===== config.mk =====
export PLATFORM = sky130hd
export DESIGN_NAME = inst_prefetch
export DESIGN_NICKNAME = d
export VERILOG_FILES = /design/src/rtl/inst_prefetch_pkg.sv /design/src/rtl/inst_prefetch_fifo.sv /design/src/rtl/inst_prefetch.sv
export SDC_FILE = /design/constraint.sdc
export NUM_CORES = 1
export LEC_CHECK = 0
export CAP_MARGIN = 20
export CORE_ASPECT_RATIO = 1.2
export CORE_MARGIN = 3
export CORE_UTILIZATION = 55
export DETAILED_ROUTE_END_ITERATION = 16
export GPL_TIMING_DRIVEN = 1
export MAX_ROUTING_LAYER = met4
export PLACE_DENSITY = 0.79
export SYNTH_ARGS = -nofsm -noshare
export SYNTH_HDL_FRONTEND = slang
export SYNTH_SLANG_ARGS = --single-unit

===== constraint.sdc =====
create_clock -name clk -period 4 [get_ports clk]
set_clock_uncertainty 0.15 [all_clocks]
set_input_delay 0.6 -clock clk [delete_from_list [all_inputs] [get_ports clk]]
set_output_delay 0.6 -clock clk [all_outputs]
set_load 0.1 [all_outputs]

===== src/rtl/inst_prefetch_pkg.sv =====
// Shared definitions for the instruction prefetcher: fetch FSM encoding and PC step.
package inst_prefetch_pkg;

  typedef logic [1:0] fetch_state_t;

  localparam fetch_state_t ST_IDLE = 2'd0;
  localparam fetch_state_t ST_BUSY = 2'd1;
  localparam fetch_state_t ST_DROP = 2'd2;

  localparam int unsigned PC_INC = 4;

endpackage


===== src/rtl/inst_prefetch_fifo.sv =====
// Synchronous FIFO holding {pc, instruction} entries between the fetch engine and the CPU.
module prefetch_fifo #(
  parameter int WIDTH = 64,
  parameter int DEPTH = 4
) (
  input  logic                     clk,
  input  logic                     rst,
  input  logic                     push,
  input  logic                     pop,
  input  logic                     flush,
  input  logic [WIDTH-1:0]         wdata,
  output logic [WIDTH-1:0]         rdata,
  output logic [$clog2(DEPTH):0]   count
);

  localparam int PW = $clog2(DEPTH);
  localparam int CW = PW + 1;

  logic [WIDTH-1:0] mem [DEPTH];
  logic [PW-1:0]    wr_ptr;
  logic [PW-1:0]    rd_ptr;
  logic             do_push;
  logic             do_pop;

  assign do_push = push && !flush && (count != CW'(DEPTH));
  assign do_pop  = pop && !flush && (count != '0);
  assign rdata   = mem[rd_ptr];

  // Pointer and occupancy tracking; flush empties the queue ahead of any push or pop.
  always_ff @(posedge clk) begin
    if (!rst) begin
      wr_ptr <= '0;
      rd_ptr <= '0;
      count  <= '0;
    end else if (flush) begin
      wr_ptr <= '0;
      rd_ptr <= '0;
      count  <= '0;
    end else begin
      if (do_push) wr_ptr <= wr_ptr + PW'(1);
      if (do_pop)  rd_ptr <= rd_ptr + PW'(1);
      count <= count + CW'(do_push) - CW'(do_pop);
    end
  end

  // Entry storage needs no reset since occupancy decides what is visible.
  always_ff @(posedge clk) begin
    if (do_push) mem[wr_ptr] <= wdata;
  end

endmodule


===== src/rtl/inst_prefetch.sv =====
// Instruction prefetcher: issues sequential fetches into a small queue and flushes on redirect.
module inst_prefetch
  import inst_prefetch_pkg::*;
#(
  parameter int                    WIDTH    = 32,
  parameter int                    ADDRSIZE = 32,
  parameter int                    DEPTH    = 4,
  parameter logic [ADDRSIZE-1:0]   RESET_PC = '0
) (
  input  logic                clk,
  input  logic                rst,
  output logic                mem_read_i,
  output logic [ADDRSIZE-1:0] mem_addr_i,
  input  logic [WIDTH-1:0]    inst_in,
  input  logic                imem_done,
  output logic                inst_valid,
  input  logic                inst_ready,
  output logic [WIDTH-1:0]    inst_data,
  output logic [ADDRSIZE-1:0] inst_pc,
  input  logic                redirect,
  input  logic [ADDRSIZE-1:0] redirect_pc
);

  localparam int CW = $clog2(DEPTH) + 1;

  fetch_state_t                  state;
  logic [ADDRSIZE-1:0]           fetch_pc;
  logic [ADDRSIZE-1:0]           req_addr;
  logic [ADDRSIZE-1:0]           redirect_base;
  logic [ADDRSIZE-1:0]           next_pc;
  logic [CW-1:0]                 count;
  logic                          push;
  logic                          pop;
  logic                          slot_after_push;
  logic [ADDRSIZE+WIDTH-1:0]     head;
  logic                          unused_pc_bits;

  assign redirect_base   = {redirect_pc[ADDRSIZE-1:2], 2'b00};
  assign unused_pc_bits  = &{1'b0, redirect_pc[1:0]};
  assign next_pc         = fetch_pc + ADDRSIZE'(PC_INC);

  assign inst_valid      = (count != '0);
  assign pop             = inst_valid && inst_ready && !redirect;
  assign push            = (state == ST_BUSY) && imem_done && !redirect;
  assign slot_after_push = pop || (count < CW'(DEPTH - 1));

  assign mem_read_i      = (state != ST_IDLE);
  assign mem_addr_i      = req_addr;
  assign {inst_pc, inst_data} = head;

  // Fetch FSM; req_addr is only reloaded when a new request starts so the bus stays stable in BUSY/DROP.
  always_ff @(posedge clk) begin
    if (!rst) begin
      state    <= ST_IDLE;
      fetch_pc <= RESET_PC;
      req_addr <= RESET_PC;
    end else begin
      case (state)
        ST_IDLE: begin
          if (redirect) begin
            fetch_pc <= redirect_base;
          end else if (count < CW'(DEPTH)) begin
            state    <= ST_BUSY;
            req_addr <= fetch_pc;
          end
        end
        ST_BUSY: begin
          if (redirect) begin
            fetch_pc <= redirect_base;
            state    <= imem_done ? ST_IDLE : ST_DROP;
          end else if (imem_done) begin
            fetch_pc <= next_pc;
            if (slot_after_push) begin
              req_addr <= next_pc;
            end else begin
              state <= ST_IDLE;
            end
          end
        end
        ST_DROP: begin
          if (redirect) fetch_pc <= redirect_base;
          if (imem_done) state <= ST_IDLE;
        end
        default: state <= ST_IDLE;
      endcase
    end
  end

  prefetch_fifo #(
    .WIDTH (ADDRSIZE + WIDTH),
    .DEPTH (DEPTH)
  ) u_fifo (
    .clk   (clk),
    .rst   (rst),
    .push  (push),
    .pop   (pop),
    .flush (redirect),
    .wdata ({fetch_pc, inst_in}),
    .rdata (head),
    .count (count)
  );

endmodule


==> results.ini, run 1 <==
[outcome]
status=finished, final reports clean

[worst_setup_path]
critPathArrivalTime_ns=2.40
path_max_fanout=2
cp-start-kind=flop
required_ns=3.25
end_kind=output pin
criticalPathCategory=reg -> out

[layout]
syn_to_final_growth_pct=20.87
drive_above_1_share_pct=20.48
fillCellCount=1623
multi_input_area_um2=3988
antennaDiodeCount=0
fin_nets=1094
layout.area.seq_um2=8874
layout.cells.most_common=edfxtp_1
design_area_um2=15970
final_cell_mix=248 x edfxtp_1, 98 x clkdlybuf4s50_1, 75 x buf_4

[synthesis]
ys_seq_area_share_pct=67.11
synth_flop_cell=edfxtp_1
postSynth.asyncResetShare_pct=0
netlist-cell-type-count=69
synth-edff-count=248
avgSynthCellArea_um2=15.19
syn-cell-area_um2=13220
syn_inst=870
ys_warn_count=0
synth.ff_latch_count=319

[timing]
setup_viol=0
fin_crit_sh_pct=78.74
min_period_ns=3.150
rsz0062_at_grt=no
relSlewSlack_pct=32.04
fmax_ghz=0.3175
final_max_slew_viol_count=0
tightest_slew_ns=1.016
hold_viol=0
setup-tns-final_ns=0

[floorplanning]
io_pins=167
coreArea_um2=23430
die_w_um=147.5
row_count=61
die-area_um2=25930
fp.dieH_um=175.8
initial_core_util_pct=56.40

[drt]
drc=0
wl_mm=27.75
wl_per_cell_um=20.48
drt_iter0_markers=548
first_pass_iters=5
drtAntennaViolNets=0
via_count=7980
viasPerCell=5.889

[place]
portBuffers=160
placed_cell_area_um2=14980
place.gp.congestion=0.9325
dpl.hpwl_mm=17.05

[clock_tree]
root_buffer=clkbuf_16
htreeDepth=1
clkSinkCount=319
postCtsHoldBufs=0
clock_latency_ns=0.54
path_clk_slew_ns=0.06
cts_setup_buffers=0
cts_tree=yes
cts_resized=0
clockBufferDepth=3
cts_buffers=30

[hold_path]
min_path_type=reg -> reg

[flow_run]
drv_cap=0

[global_route]
antenna_found_initial=0
grt_pass1_wl_mm=44.62
grt_usage_pct=22.25
grt_pass1_vias=8186
grt_overflow=0
grt_max_degree=62

[pwr]
powerDensity_nw_per_um2=450.8
power_leakage_nw=5.232
peakVddDrop_mv=0.3249

[power breakdown]
part           internal [W]  switching (W)
sequential          0.00364      0.0000870
clock               0.00159        0.00115
combinational      0.000222       0.000519
[logic make-up after synthesis]
family | share of synthesized area (%)
adder cells (fa/ha/maj) | 0.9090
multiplexers | 11.48
buffers and inverters | 2.907
AND/OR/NAND/NOR | 7.839
XOR/XNOR | 1.922
other | 0.02838
flip-flops | 67.11
AO/OA/AOI/OAI | 7.802
[through the flow]
stage | power [W] | setup WS (ns) | util (%) | hold slack, ns | cells
global placement | 0.004519 | 0.7969 | 63.95 | 0.3433 | 1298
finish | 0.007201 | 0.8504 | 68.17 | 0.3516 | 1355
CTS | 0.007252 | 0.8188 | 68.05 | 0.3551 | 1354
global route | 0.007450 | 0.7936 | 68.17 | 0.3971 | 1355
detailed placement | 0.004529 | 0.7631 | 63.95 | 0.3430 | 1298
floorplan | 0.004304 | 0.4033 | - | 0.3048 | 873
[Yosys cell counts (all sizes together), types with 5 or more instances]
master,count,share of area (%)
edfxtp,248,56
or4,5,0.32
nand3,19,0.81
inv,12,0.34
mux4,62,11
nor2,47,1.4
buf,30,1.3
and3,9,0.43
a31oi,7,0.33
xor2,12,0.80
and2,9,0.43
o311a,5,0.38
o31ai,6,0.38
clkbuf,40,1.2
a21oi,49,1.9
nand2,41,1.2
o21ai,49,1.9
dfxtp,71,11
ha,8,0.76
nor4,10,0.81
mux2i,11,0.83
nor3,17,0.72
nand4,17,0.80
o21a,6,0.34
xnor2,17,1.1
a211oi,11,0.62
[state kept, by name, indices dropped and copies added (netlist names), named ones only]
name and flops:
u_fifo.count 3, fetch_pc 30, u_fifo.wr_ptr 2, u_fifo.mem 248, u_fifo.rd_ptr 2, state 2, mem_addr_i 30
[path summary, 6_finish.rpt]
| kind | startpoint | endpoint | slack, ns | cells past startpoint |
|---|---|---|---|---|
| min | mem_addr_i[6]$_SDFFE_PN0P_ | mem_addr_i[6]$_SDFFE_PN0P_ | 0.35 | 2 |
| max reg2reg | fetch_pc[5]$_SDFFE_PN0P_ | mem_addr_i[29]$_SDFFE_PN0P_ | 1.07 | 5 |
| min reg2reg | mem_addr_i[6]$_SDFFE_PN0P_ | mem_addr_i[6]$_SDFFE_PN0P_ | 0.35 | 2 |
| max | flop | inst_data[21] | 0.85 | 2 |
[worst max-delay path: stages (launching register included)]
cell and delay, ns:
dfxtp_4 0.37, mux4_2 0.49, clkdlybuf4s50_1 1.00
[per-layer routing]
layer	track usage (%)	vias to the layer above	wire (um)
li1	-	3695	-
met1	30.67	3947	11800
met2	35.81	292	13720
met3	2.787	46	1666
met4	5.866	0	564
met5	-	-	0
[final cells by class]
type                    instances  area share, %
clock buffers                  42          5.240
multi-input cells             472          24.96
flip-flops and latches        319          55.55
clock inverters                14         0.7755
inverters                      12         0.2820
well taps                     315          2.467
repair buffers                181          10.72
Power figures use the tool's default switching activity.
==> inputs of run 2 (changes only) <==
- CORE_UTILIZATION: 55 -> 50
- PLACE_DENSITY: 0.79 -> 0.76
- clock period: 4 -> 2.5 ns (I/O delays scaled with it)
==> results.ini, run 2 (synthesis results as in run 1) <==
[worst_setup_path]
path_buf_inv=3  ; +2
r2r-end=fetch_pc[19]$_SDFFE_PN0P_
cpMostUsedCell=buf_12
critPathArrivalTime_ns=1.99  ; -0.41 ns
worstPathCellList=buf_12 -> clkbuf_16 -> mux4_2 -> buf_12
crit-reg2reg-launch=fetch_pc[8]$_SDFFE_PN0P_
cp_slowest_cell=mux4_2
criticalPathCategory=reg -> out
cp_top_family=multiplexers
r2r_slack_ns=0.19  ; -0.88 ns
path_max_fanout=6  ; +4
required_ns=1.98  ; -1.27 ns
end_kind=output pin
max_stage_delay_ns=0.55  ; -0.45 ns
r2r.worst_path.cells=6  ; +1
cp-start-kind=flop

[layout]
final_cell_mix=248 x edfxtp_1, 93 x buf_4, 81 x buf_12
layout.cells.most_common=edfxtp_1
largest_reg_flops=248  ; unchanged
fillCellCount=1747  ; +7.6%
fin_nets=1162  ; +6.2%
layout.area.seq_um2=8874  ; unchanged
drive_above_1_share_pct=28.46  ; +8.0 points
design_area_um2=17480  ; +9.4%
syn_to_final_growth_pct=32.24
largest-register=u_fifo.mem
multi_input_area_um2=3993  ; +0.13%

[clock_tree]
path_clk_slew_ns=0.06  ; about the same
clkSinkCount=319  ; unchanged
cts_tree=yes
clock_latency_ns=0.55  ; about the same
postCtsHoldBufs=0  ; unchanged
htreeDepth=1  ; unchanged
clockBufferDepth=3  ; unchanged
root_buffer=clkbuf_16
cts_buffers=30  ; unchanged

[timing]
setup_viol=18  ; +18
fin_crit_sh_pct=100.8
final_max_slew_viol_count=0  ; unchanged
tightest_slew_ns=0.6684  ; -0.3479 ns
relSlewSlack_pct=55.03  ; +23 points
min_period_ns=2.520
fmax_ghz=0.3969
setup-tns-final_ns=-0.1215  ; -0.1215 ns
rsz0062_at_grt=yes
layout_setup_ws_ns=-0.01983  ; -0.8702 ns
hold_viol=0  ; unchanged

[place]
place.gp.congestion=0.9300  ; -0.27%
placed_cell_area_um2=16240  ; +8.4%
dpl.hpwl_mm=19.25  ; +13%
portBuffers=160  ; unchanged

[floorplanning]
io_pins=167  ; unchanged
coreArea_um2=25780  ; +10%
initial_core_util_pct=51.25  ; -5.1 points
die-area_um2=28430  ; +9.6%
row_count=64  ; +4.9%
die_w_um=154.4  ; +4.7%
fp.dieH_um=184.1  ; +4.7%

[global_route]
grt_max_degree=63  ; +1.6%
grt_pass1_vias=8225  ; +0.48%
grt_usage_pct=20.84  ; -1.4 points
grt_overflow=0  ; unchanged
antenna_found_initial=0  ; unchanged
grt_pass1_wl_mm=45.62  ; +2.3%

[pwr]
swShare_pct=24.75  ; +0.41 points
power_switching_w=0.002875  ; +64%
pwr-share-comb_pct=11.7  ; +1.4 points
peakVddDrop_mv=0.5070  ; +56%
power.internal_w=0.008741  ; +60%
seq_power_share_pct=51.0  ; -0.7 points
power_leakage_nw=5.980  ; +14%
powerDensity_nw_per_um2=664.7  ; +47%
power.share.clock_pct=37.3  ; -0.7 points

[hold_path]
hp-start=inst_in[16]
hold_depth=1  ; -1
hold_end=u_fifo.mem[2][16]$_DFFE_PP_
min_path_type=in -> reg

[drt]
first_pass_iters=7  ; +2
drtAntennaViolNets=0  ; unchanged
drt_iter0_markers=587  ; +7.1%
wl_mm=30.41  ; +9.6%
drc=0  ; unchanged
wl_per_cell_um=21.15  ; +3.3%
via_count=8356  ; +4.7%
viasPerCell=5.811  ; -1.3%

[flow_run]
drv_cap=0  ; unchanged

[outcome]
failed_checks=negative setup slack
status=finished, violations left

==> run 2: cell count changes in the layout (fill, tap and decap cells not counted), sizes merged <==
cell,change
clkinvlp,+2
clkdlybuf4s50,-32
buf,+94
clkbuf,-1
clkinv,+4
diode,+1
==> run 2: layer usage <==
layer | up-vias | GRT usage (%) | wire length, um
met5 | - | - | 0
met4 | 0 | 6.926 | 970
met3 | 53 | 2.278 | 1585
met2 | 297 | 34.21 | 15250
met1 | 4166 | 27.59 | 12600
li1 | 3840 | - | -
==> run 2: worst max path at each step <==
stage | start | end | slack [ns] | cells after the start
3_3_place_gp | redirect | u_fifo.mem[0][18]$_DFFE_PP_ | -0.04 | 7
6_report | flop | inst_pc[5] | -0.02 | 4
2_1_floorplan | state[0]$_SDFFE_PN0P_ | u_fifo.mem[0][0]$_DFFE_PP_ | -0.24 | 6
4_1_cts | flop | inst_pc[24] | -0.07 | 3
3_5_place_dp | redirect | u_fifo.mem[0][18]$_DFFE_PP_ | -0.05 | 7
5_1_grt | flop | inst_pc[5] | -0.07 | 4
==> run 2: cell type report <==
cell class / instances / area share [%]
Clock inverter: 20 / 0.9021
Inverter: 12 / 0.2578
Sequential cell: 319 / 50.78
Tap cell: 330 / 2.363
Multi-Input combinational cell: 472 / 22.85
Antenna cell: 1 / 0.01432
Timing Repair Buffer: 249 / 18.31
Clock buffer: 35 / 4.525
==> run 2: repair_timing <==
action / in CTS / in global routing
gates cloned: 1 / 9
setup buffers: 0 / 2
gates resized for setup: 2 / 5
setup endpoints to repair: 42 / 62
==> run 2: worst register-to-register path: stages, from the launching register on <==
cell      delay, ns
dfxtp_1        0.52
nand4_1        0.24
buf_4          0.24
nor4_1         0.62
a21oi_1        0.15
o211ai_1       0.17
o21ai_0        0.10
==> run 2: power groups by stage <==
| stage | sequential, W | clock [W] | combinational (W) |
|---|---|---|---|
| 6_report | 0.00592 | 0.00433 | 0.00136 |
| 5_1_grt | 0.00594 | 0.00463 | 0.00142 |
| 4_1_cts | 0.00592 | 0.00443 | 0.00136 |
| 3_5_place_dp | 0.00604 | 0 | 0.00135 |
| 3_3_place_gp | 0.00603 | 0 | 0.00133 |
| 2_1_floorplan | 0.00632 | 0 | 0.000564 |
==> run 2: through the flow <==
| step | std cells | worst slack (ns) | total power (W) | util [%] | hold WS, ns |
|---|---|---|---|---|---|
| 2_1_floorplan | 873 | -0.2407 | 0.006885 | - | 0.3043 |
| 3_3_place_gp | 1370 | -0.04144 | 0.007364 | 63.00 | 0.3428 |
| 3_5_place_dp | 1370 | -0.05267 | 0.007384 | 63.00 | 0.3482 |
| 4_1_cts | 1426 | -0.06982 | 0.01171 | 66.81 | 0.2805 |
| 5_1_grt | 1437 | -0.06524 | 0.01199 | 67.76 | 0.3034 |
| 6_report | 1438 | -0.01983 | 0.01162 | 67.77 | 0.3042 |
==> inputs of run 3 (changes only) <==
- SETUP_SLACK_MARGIN: not set -> 0.1
- SKIP_LAST_GASP: not set -> 1
- SYNTH_HIERARCHICAL: not set -> 1
==> results.ini, run 3 <==
[layout]
fin_nets=1218  ; +4.8%
fillCellCount=1817  ; +4.0%
antennaDiodeCount=0  ; -1
largest_reg_flops=256  ; +3.2%
syn_to_final_growth_pct=35.03
drive_above_1_share_pct=30.64  ; +2.2 points
final_cells=1500  ; +4.3%
utilization_pct=68.91  ; +1.1 points
final_cell_mix=256 x edfxtp_1, 117 x buf_4, 77 x buf_12
layout.cells.most_common=edfxtp_1
largest-register=u_fifo/mem

[synthesis]
synth_largest_area_cell=edfxtp_1
netlist-cell-type-count=66  ; -4.3%
avgSynthCellArea_um2=15.20  ; about the same
synth_common_cells=256 x edfxtp_1, 71 x dfxtp_1, 64 x mux4_2, 64 x nand2_1, 45 x o21ai_0
syn_inst=885  ; +1.7%
synth-edff-count=256  ; +3.2%
syn-cell-area_um2=13450  ; +1.8%
synth.most_common_cell=edfxtp_1
yosys.area.top_type_share_pct=57.16  ; +0.81 points
synth_flop_cell=edfxtp_1
synthTopCellsByArea=edfxtp_1 57%, mux4_2 11%, dfxtp_1 11%, nand2_1 1.8%, o21ai_0 1.7%
ys_seq_area_share_pct=67.73  ; +0.63 points
synth.ff_latch_count=327  ; +2.5%
ys_warn_count=6  ; +6
postSynth.asyncResetShare_pct=0  ; unchanged

[clock_tree]
path_clk_slew_ns=0.06  ; about the same
cts_tree=yes
clockBufferDepth=3  ; unchanged
cts_buffers=34  ; +13%
clkSinkCount=327  ; +2.5%
root_buffer=clkbuf_16
clock_latency_ns=0.50  ; -0.05 ns
htreeDepth=2  ; +1

[floorplanning]
io_pins=167  ; unchanged
initial_core_util_pct=51.04  ; -0.22 points
row_count=65  ; +1.6%
coreArea_um2=26350  ; +2.2%
die_w_um=155.7  ; +0.84%
die-area_um2=28910  ; +1.7%
fp.dieH_um=185.7  ; +0.85%

[drt]
wl_met1_mm=13.08  ; +3.8%
wl_per_cell_um=21.67  ; +2.5%
drt_iter0_markers=612  ; +4.3%
wl_met3_mm=1.802  ; +14%
first_pass_iters=5  ; -2
viasPerCell=5.817  ; +0.11%
wl_mm=32.51  ; +6.9%
via_count=8726  ; +4.4%
drtAntennaViolNets=0  ; unchanged
dr.max_layer_used=met4
met2_length_mm=16.94  ; +11%
drc=0  ; unchanged

[pwr]
power_leakage_nw=6.268  ; +4.8%
seq_power_share_pct=49.8  ; -1.2 points
powerDensity_nw_per_um2=664.8  ; about the same
power.internal_w=0.009329  ; +6.7%
power.share.clock_pct=41.5  ; +4.2 points
pwr-share-comb_pct=8.7  ; -3.0 points
power_switching_w=0.002742  ; -4.6%
peakVddDrop_mv=0.4825  ; -4.8%
swShare_pct=22.72  ; -2.0 points

[worst_setup_path]
r2r.worst_path.cells=11  ; +5
cp-start-kind=flop
r2r-end=u_fifo/count[2]$_SDFF_PP0_
crit-reg2reg-launch=u_fifo/count[2]$_SDFF_PP0_
cp-endpoint=inst_data[0]
required_ns=1.98  ; about the same
criticalPathCategory=reg -> out
path_max_fanout=8  ; +2
critPathArrivalTime_ns=2.01  ; +0.02 ns
end_kind=output pin
r2r_slack_ns=-0.02  ; -0.21 ns

[global_route]
grt_usage_pct=23.01  ; +2.2 points
grt_overflow=0  ; unchanged
grt_pass1_vias=8891  ; +8.1%
grt_max_degree=57  ; -9.5%
grt_pass1_wl_mm=50.05  ; +9.7%
antenna_found_initial=0  ; unchanged

[timing]
whs_ns=0.3264  ; +0.02222 ns
fmax_ghz=0.3949  ; -0.50%
rsz0062_at_grt=yes
min_period_ns=2.532  ; +0.01257 ns
final_max_slew_viol_count=0  ; unchanged
layout_setup_ws_ns=-0.03240  ; -0.01257 ns
setup_viol=21  ; +3
fin_crit_sh_pct=101.3  ; +0.50 points
hold_viol=0  ; unchanged
setup-tns-final_ns=-0.3124  ; -0.1910 ns

[hold_path]
min_path_type=in -> reg

[place]
portBuffers=162  ; +1.3%
place_ws_ns=-0.4787  ; -0.4261 ns
dpl.hpwl_mm=21.56  ; +12%
place.gp.congestion=0.9696  ; +4.3%
place_inst=1425  ; +4.0%

[outcome]
failed_checks=negative setup slack
status=finished, violations left

[flow_run]
drv_cap=0  ; unchanged

-- run 3: changes by cell type after synthesis, sizes merged, moves of 7 or more --
cell	before	now
nor2	47	36
edfxtp	248	256
xnor2	17	9
nand2	41	64
nand3	19	30
nor2b	3	10
-- run 3: how the worst min path moves through the flow --
stage	slack, ns	start	depth (start not counted)	endpoint
2_1_floorplan	0.30	imem_done	1	state[1]$_SDFFE_PN0P_
3_3_place_gp	0.31	u_fifo/rd_ptr[1]$_SDFFE_PP0P_	2	flop
3_5_place_dp	0.32	u_fifo/rd_ptr[1]$_SDFFE_PP0P_	2	flop
4_1_cts	0.30	redirect_pc[3]	3	fetch_pc[3]$_SDFFE_PN0P_
5_1_grt	0.32	redirect_pc[3]	3	fetch_pc[3]$_SDFFE_PN0P_
6_report	0.33	redirect_pc[3]	3	fetch_pc[3]$_SDFFE_PN0P_
-- run 3: cell type report --
type	count	area [um2]	share of cell area (%)
clock buffers	41	918.4	5.058
clock inverters	19	203.9	1.123
inverters	8	30.03	0.1654
multi-input cells	497	4098	22.57
flip-flops and latches	327	9123	50.24
well taps	335	419.2	2.308
repair buffers	273	3367	18.54
-- run 3: stage by stage --
step                      area, um2  total power (W)
after floorplan               13550         0.006748
after global placement        16730         0.007144
after detailed placement      16730         0.007162
after CTS                     17970          0.01218
after global routing          18160          0.01246
final                         18160          0.01207
-- run 3: cells by family after synthesis --
| logic type | share of synthesized area [%] |
|---|---|
| flip-flops | 67.73 |
| AND/OR/NAND/NOR | 8.997 |
| AO/OA/AOI/OAI | 6.680 |
| multiplexers | 11.36 |
| buffers and inverters | 2.642 |
| XOR/XNOR | 1.758 |
| adder cells (fa/ha/maj) | 0.8001 |
| other | 0.02789 |
-- run 3: critical path, stage by stage (launching register included) --
cell and delay, ns:
dfxtp_4 0.42, buf_12 0.16, clkbuf_16 0.18, mux4_2 0.54, buf_12 0.19
-- run 3: power by group through the flow --
stage	clock [W]	combinational [W]	sequential, W
floorplan	0	0.000368	0.00638
global placement	0	0.00102	0.00612
detailed placement	0	0.00104	0.00612
CTS	0.00513	0.00104	0.00601
global route	0.00534	0.00110	0.00602
finish	0.00501	0.00105	0.00601
-- run 3: what timing repair did --
item,in CTS,in global routing
hold buffers,0,0
endpoints found under the setup margin,66,65
resized for setup,3,16
pin swaps,1,0
hold endpoints to repair,0,0
cloned,2,4
buffers inserted,6,3
-- run 3: metal layers --
layer | up-vias | global-route usage [%]
met2 | 307 | 38.87
li1 | 3981 | -
met1 | 4387 | 29.53
met4 | 0 | 6.340
met5 | - | -
met3 | 51 | 3.279
